File: src/rtl/alu_4bit_driver.sv
// alu_4bit_driver: takes valid/ready ALU commands, holds them on the ALU pins for SETTLE_CYCLES, then queues the sampled {flags,result} byte in a FWFT FIFO.
// Defining ALU_DRV_STATS_EN builds the stat_cmds/stat_carry counters; otherwise both outputs are tied to zero.
module alu_4bit_driver #(
  parameter int SETTLE_CYCLES = 2,
  parameter int FIFO_DEPTH    = 4
) (
  input  logic       clk,
  input  logic       rst_n,
  input  logic       cmd_valid,
  output logic       cmd_ready,
  input  logic [3:0] cmd_a,
  input  logic [3:0] cmd_b,
  input  logic [3:0] cmd_sel,
  output logic [7:0] alu_ui,
  output logic [7:0] alu_uio,
  input  logic [7:0] alu_uo,
  output logic       rsp_valid,
  input  logic       rsp_ready,
  output logic [7:0] rsp_data,
  output logic       busy,
  output logic [7:0] stat_cmds,
  output logic [7:0] stat_carry
);
  localparam int AW = $clog2(FIFO_DEPTH);
  localparam int CW = AW + 1;
  localparam logic [3:0]    SETTLE_M1 = 4'(SETTLE_CYCLES - 1);
  localparam logic [CW-1:0] FULL_CNT  = CW'(FIFO_DEPTH);

  typedef enum logic {S_IDLE, S_DRIVE} state_t;

  state_t        r_state, w_state_nxt;
  logic [3:0]    r_cnt;
  logic [7:0]    r_alu_ui, r_alu_uio;
  logic          r_cmd_rdy;
  logic [7:0]    r_mem [FIFO_DEPTH];
  logic [AW-1:0] r_wr_ptr, r_rd_ptr;
  logic [CW-1:0] r_count, w_count_nxt;
  logic          w_accept, w_push, w_pop;

  always_comb begin
    w_state_nxt = r_state;
    w_accept    = 1'b0;
    w_push      = 1'b0;
    case (r_state)
      S_IDLE: begin
        if (cmd_valid && r_cmd_rdy) begin
          w_accept    = 1'b1;
          w_state_nxt = S_DRIVE;
        end
      end
      S_DRIVE: begin
        if (r_cnt == 4'd0) begin
          w_push      = 1'b1;
          w_state_nxt = S_IDLE;
        end
      end
      default: w_state_nxt = S_IDLE;
    endcase
  end

  assign w_pop = (r_count != '0) && rsp_ready;

  always_comb begin
    w_count_nxt = r_count;
    if (w_push && !w_pop) begin
      w_count_nxt = r_count + CW'(1);
    end else if (!w_push && w_pop) begin
      w_count_nxt = r_count - CW'(1);
    end
  end

  // cmd_ready is registered from the next state/occupancy, so it is low during reset
  // and only rises once the FSM is idle with a free FIFO slot.
  always_ff @(posedge clk or negedge rst_n) begin
    if (!rst_n) begin
      r_state   <= S_IDLE;
      r_cnt     <= 4'd0;
      r_alu_ui  <= 8'h00;
      r_alu_uio <= 8'h00;
      r_cmd_rdy <= 1'b0;
      r_wr_ptr  <= '0;
      r_rd_ptr  <= '0;
      r_count   <= '0;
    end else begin
      r_state   <= w_state_nxt;
      r_cmd_rdy <= (w_state_nxt == S_IDLE) && (w_count_nxt != FULL_CNT);
      r_count   <= w_count_nxt;
      if (w_accept) begin
        r_alu_ui  <= {cmd_b, cmd_a};
        r_alu_uio <= {4'h0, cmd_sel};
        r_cnt     <= SETTLE_M1;
      end else if (r_state == S_DRIVE && r_cnt != 4'd0) begin
        r_cnt <= r_cnt - 4'd1;
      end
      if (w_push) r_wr_ptr <= r_wr_ptr + AW'(1);
      if (w_pop)  r_rd_ptr <= r_rd_ptr + AW'(1);
    end
  end

  always_ff @(posedge clk) begin
    if (w_push) r_mem[r_wr_ptr] <= alu_uo;
  end

  assign cmd_ready = r_cmd_rdy;
  assign alu_ui    = r_alu_ui;
  assign alu_uio   = r_alu_uio;
  assign busy      = (r_state == S_DRIVE);
  assign rsp_valid = (r_count != '0);
  assign rsp_data  = rsp_valid ? r_mem[r_rd_ptr] : 8'h00;

`ifdef ALU_DRV_STATS_EN
  logic [7:0] r_stat_cmds, r_stat_carry;

  always_ff @(posedge clk or negedge rst_n) begin
    if (!rst_n) begin
      r_stat_cmds  <= 8'h00;
      r_stat_carry <= 8'h00;
    end else begin
      if (w_accept)              r_stat_cmds  <= r_stat_cmds + 8'd1;
      if (w_push && alu_uo[7])   r_stat_carry <= r_stat_carry + 8'd1;
    end
  end

  assign stat_cmds  = r_stat_cmds;
  assign stat_carry = r_stat_carry;
`else
  assign stat_cmds  = 8'h00;
  assign stat_carry = 8'h00;
`endif

endmodule

File: config.mk
export PLATFORM = sky130hd
export DESIGN_NAME = alu_4bit_driver
export DESIGN_NICKNAME = d
export VERILOG_FILES = /design/src/rtl/alu_4bit_driver.sv
export SDC_FILE = /design/constraint.sdc
export NUM_CORES = 1
export LEC_CHECK = 0
export CAP_MARGIN = 20
export CORE_AREA = 2 2 83 85
export CTS_CLUSTER_DIAMETER = 200
export DETAILED_ROUTE_END_ITERATION = 10
export DIE_AREA = 0 0 85 87
export PLACE_DENSITY_LB_ADDON = 0.2
export RECOVER_POWER = 25
export SLEW_MARGIN = 10
export SYNTH_ARGS = -nofsm -noshare
export SYNTH_HDL_FRONTEND = slang
export SYNTH_SLANG_ARGS = --single-unit
File: constraint.sdc
create_clock -name clk -period 1.95 [get_ports clk]
set_input_delay 0.585 -clock clk [delete_from_list [all_inputs] [get_ports clk]]
set_output_delay 0.585 -clock clk [all_outputs]
set_load 0.05 [all_outputs]
==> metrics.log, run 1 <==
INFO  metric cp_slowest_cell = sky130_fd_sc_hd__mux4_2
INFO  metric worst-endpoint-required = 1.36 ns
INFO  metric setup_ws = -0.3175 ns
INFO  metric grt_first_pass_wirelength = about 7 mm
INFO  metric cpPeakStageDelay = 0.50 ns
INFO  metric clk_latency = between 0.3 and 0.4 ns
INFO  metric synthesis.area = 2566 µm²
INFO  metric largest_net_degree_at_the_start_of_global_routing = 26
INFO  metric fmaxAchievable = 441.0 MHz
INFO  metric n_antenna_cell = 0
INFO  metric min_period = 2.268 ns
INFO  metric unrepaired_setup_endpoints_after_global_routing = true
INFO  metric numPlacedInstances = 309
INFO  metric drcViolationCount = 0
INFO  metric cts.htree.levels = 3
INFO  metric dominantRegCellSynth = sky130_fd_sc_hd__edfxtp_1
INFO  metric detailedRoute.firstPassIterationCount = 4
INFO  metric detailed_route_wire_length_per_cell = ~13 µm
INFO  metric stdcell_area = 3410 µm²
INFO  metric top_level_ports = 67
INFO  metric gp_congestion = 0.7458
INFO  metric postRouteAntennaNets = 0
INFO  metric hold_viol_final = 0
INFO  metric asyncSetResetFlopFracSynth = 43.86%
INFO  metric ratio_of_cells_with_drive_above_1_in_the_final_layout = about 37%
INFO  metric failed_checks = setup timing
INFO  metric timing_worst_slew_pin_value = 0.6304 ns
INFO  metric critical_path.startpoint_type = register
INFO  metric cts-root-buf = sky130_fd_sc_hd__clkbuf_8
INFO  metric filler_cell_count = between 500 and 600
INFO  metric outcome = complete, but fails checks
INFO  metric rows = 30
INFO  metric synth_warnings = 0
INFO  metric hpwlAfterDp = 3.013 mm
INFO  metric synth.distinct_cells = 31
INFO  metric global_route.usage.total = 12.48%
INFO  metric pwr_density_cell = ~1800 nW/µm²
INFO  metric slew_headroom = 57.97%
INFO  metric worst_ir_drop_vdd = around 1.1 mV
INFO  metric routed_wl = 4.209 mm
INFO  metric list_of_cells_traversed_by_the_critical_path = buf_12, mux4_2, and2_4, buf_6
INFO  metric drt-initial-drc-count = 66
INFO  metric grt-ovfl-total = 0
INFO  metric layout.nets = around 270
INFO  metric area_growth_syn_to_layout = 32.86%
INFO  metric area_occupied_by_multi_input_gates = 869.6 µm²
INFO  metric initial_utilization = 39.07%
INFO  metric fin_setup_tns = -2.641 ns
INFO  metric timing.clock.skew = between 0.006 and 0.007 ns
INFO  metric max-clock-path-buffers = 2
INFO  metric netlist.top_cell.by_area = sky130_fd_sc_hd__edfxtp_1
INFO  metric io_buffers = between 40 and 50
INFO  metric critPathArrivalTime = 1.68 ns
INFO  metric total_cts_buffers = 9
INFO  metric commonest_cells_in_the_synthesized_netlist = sky130_fd_sc_hd__edfxtp_1 (32), sky130_fd_sc_hd__dfrtp_1 (25), sky130_fd_sc_hd__buf_4 (21), sky130_fd_sc_hd__and2_1 (14), sky130_fd_sc_hd__mux2_2 (12)
INFO  metric placeableCoreArea = 6569 µm²
INFO  metric power.static_leakage = roughly 1.4 nW
INFO  metric timing.critical_path.fanout_max = 8
INFO  metric die_h = between 80 and 90 µm
INFO  metric total_die_area = 7395 µm²
INFO  metric drv_cap = 0
INFO  metric syn-mean-instance-area = 15.01 µm²
INFO  metric grt_antenna_before_repair = 0
INFO  metric regArea = 1587 µm²
INFO  metric fin_cells = 325
INFO  metric crit_path_end_kind = primary output
INFO  metric post-route-period-util = 116.3%
INFO  metric first_global_vias = 1456
INFO  metric worst_setup_hold_path_clk_slew = ~0.07 ns
INFO  metric synth-edff-count = 32
INFO  metric detailroute.via_count = 1461
INFO  metric yosys.cell_count.top_type = sky130_fd_sc_hd__edfxtp_1
INFO  metric cts_tree = built
INFO  metric netlist_instances = 171
INFO  metric part_of_the_yosys_area_used_for_sequential_elements = 61.82%
INFO  metric critPathKind = reg -> out
INFO  metric synth_largest_type_area_fraction = 37.45%
INFO  metric die_x = 85 µm
INFO  metric placed_area = 3187 µm²
INFO  metric clock_sink_count = 57
INFO  metric hold_class = reg -> reg
INFO  metric postCtsHoldBufs = 0
INFO  metric setup_viol = 9
INFO  metric synthTopCellsByArea = sky130_fd_sc_hd__edfxtp_1 (37%), sky130_fd_sc_hd__dfrtp_1 (24%), sky130_fd_sc_hd__mux4_2 (7.0%)
INFO  metric ys_ff_latch = 57
INFO  metric route.detailed.vias_per_inst = around 4.5
INFO  metric maxSlewViolCount = 0
## path summary, 6_finish.rpt
kind	start	endpoint	slack [ns]	cells past startpoint
setup reg to reg	r_cnt[0]	cmd_ready	0.02	8
max in group asynchronous	rst_n	r_count[2]	0.74	2
setup / recovery	r_rd_ptr[0]	rsp_data[4]	-0.32	4
hold / removal	r_cnt[0]	r_cnt[0]	0.51	1
hold reg to reg	r_cnt[0]	r_cnt[0]	0.51	1
min in group asynchronous	rst_n	r_cnt[1]	0.80	2
## worst max-delay path, delay by kind of cell, from the launching register on
kind	cells	cell delay, ns
buffers and inverters	2	0.30
DFF	1	0.40
muxes	1	0.50
and+or+nand+nor	1	0.15
## kinds of logic (layout without fill, tap and decap cells)
family          Yosys count  count (layout)  share of synthesized area (%)
flops                    57              57                          61.82
buf+inv                  33              88                          7.947
simple gates             31              31                          7.314
mux                      20              20                          12.29
compound gates           13              13                          3.706
fa+ha+maj                 9               9                          4.388
xor+xnor                  7               7                          2.389
other cells               1              20                         0.1461
## per-layer routing
layer | track usage, % | up-vias | wire length, µm
met5 | 0 | - | 0
met4 | 5.195 | 0 | 51
met3 | 5.592 | 7 | 215
met2 | 20.95 | 42 | 2186
met1 | 13.83 | 710 | 1755
li1 | - | 702 | -
## report_power, final
group | total [mW] | internal [mW] | switching [mW]
Clock | 1.05 | 0.586 | 0.460
Sequential | 1.82 | 1.60 | 0.221
Combinational | 3.17 | 1.37 | 1.80
## final cells by class
type | instances | area share [%]
flip-flops and latches | 57 | 46.53
multi-input cells | 100 | 25.50
repair buffers | 64 | 18.42
clock buffers | 9 | 3.633
well taps | 80 | 2.936
clock inverters | 7 | 2.092
inverters | 8 | 0.8807
## flip-flops by register name (all words and copies together), names as in the netlist
signal     flops
alu_ui         8
alu_uio        4
busy           1
r_rd_ptr       2
r_count        3
r_cnt          4
cmd_ready      1
r_mem         32
r_wr_ptr       2
## what timing repair did
| item | CTS | global route |
|---|---|---|
| setup buffers | 0 | 0 |
| resized for setup | 8 | 0 |
| setup endpoints to repair | 9 | 10 |
## cell usage in the layout (no fill, tap or decap), types with 2 or more instances in the layout
cell type	n
sky130_fd_sc_hd__a21oi_1	2
sky130_fd_sc_hd__and2_1	6
sky130_fd_sc_hd__and2_4	8
sky130_fd_sc_hd__buf_12	5
sky130_fd_sc_hd__buf_4	27
sky130_fd_sc_hd__buf_6	8
sky130_fd_sc_hd__clkbuf_8	9
sky130_fd_sc_hd__clkdlybuf4s50_1	20
sky130_fd_sc_hd__clkinv_4	2
sky130_fd_sc_hd__clkinvlp_4	2
sky130_fd_sc_hd__conb_1	20
sky130_fd_sc_hd__dfrtp_1	25
sky130_fd_sc_hd__dlygate4sd3_1	3
sky130_fd_sc_hd__edfxtp_1	32
sky130_fd_sc_hd__ha_1	9
sky130_fd_sc_hd__inv_1	7
sky130_fd_sc_hd__mux2_2	12
sky130_fd_sc_hd__mux4_2	8
sky130_fd_sc_hd__nand2_1	4
sky130_fd_sc_hd__nand3_1	2
sky130_fd_sc_hd__nor2_1	3
sky130_fd_sc_hd__nor4_1	2
sky130_fd_sc_hd__o21ai_0	5
sky130_fd_sc_hd__xnor2_1	6
## metrics by stage
stage | setup WS (ns) | hold slack [ns] | power, mW | util, %
after floorplan | 0.03044 | 0.2894 | 4.067 | -
after global placement | -0.05208 | 0.4901 | 4.933 | 48.51
after detailed placement | -0.08623 | 0.4991 | 4.954 | 48.51
after CTS | -0.3593 | 0.5111 | 6.127 | 51.94
after global routing | -0.4046 | 0.5217 | 6.381 | 51.90
final | -0.3175 | 0.5066 | 6.031 | 51.90
No activity file was read; power rests on OpenSTA's default activity.
==> run 2: changes to the inputs <==
Settings changed: CTS_CLUSTER_SIZE set to 12.
==> results of run 2 <==
The final DEF is identical to that of run 1; final timing and power are the same.
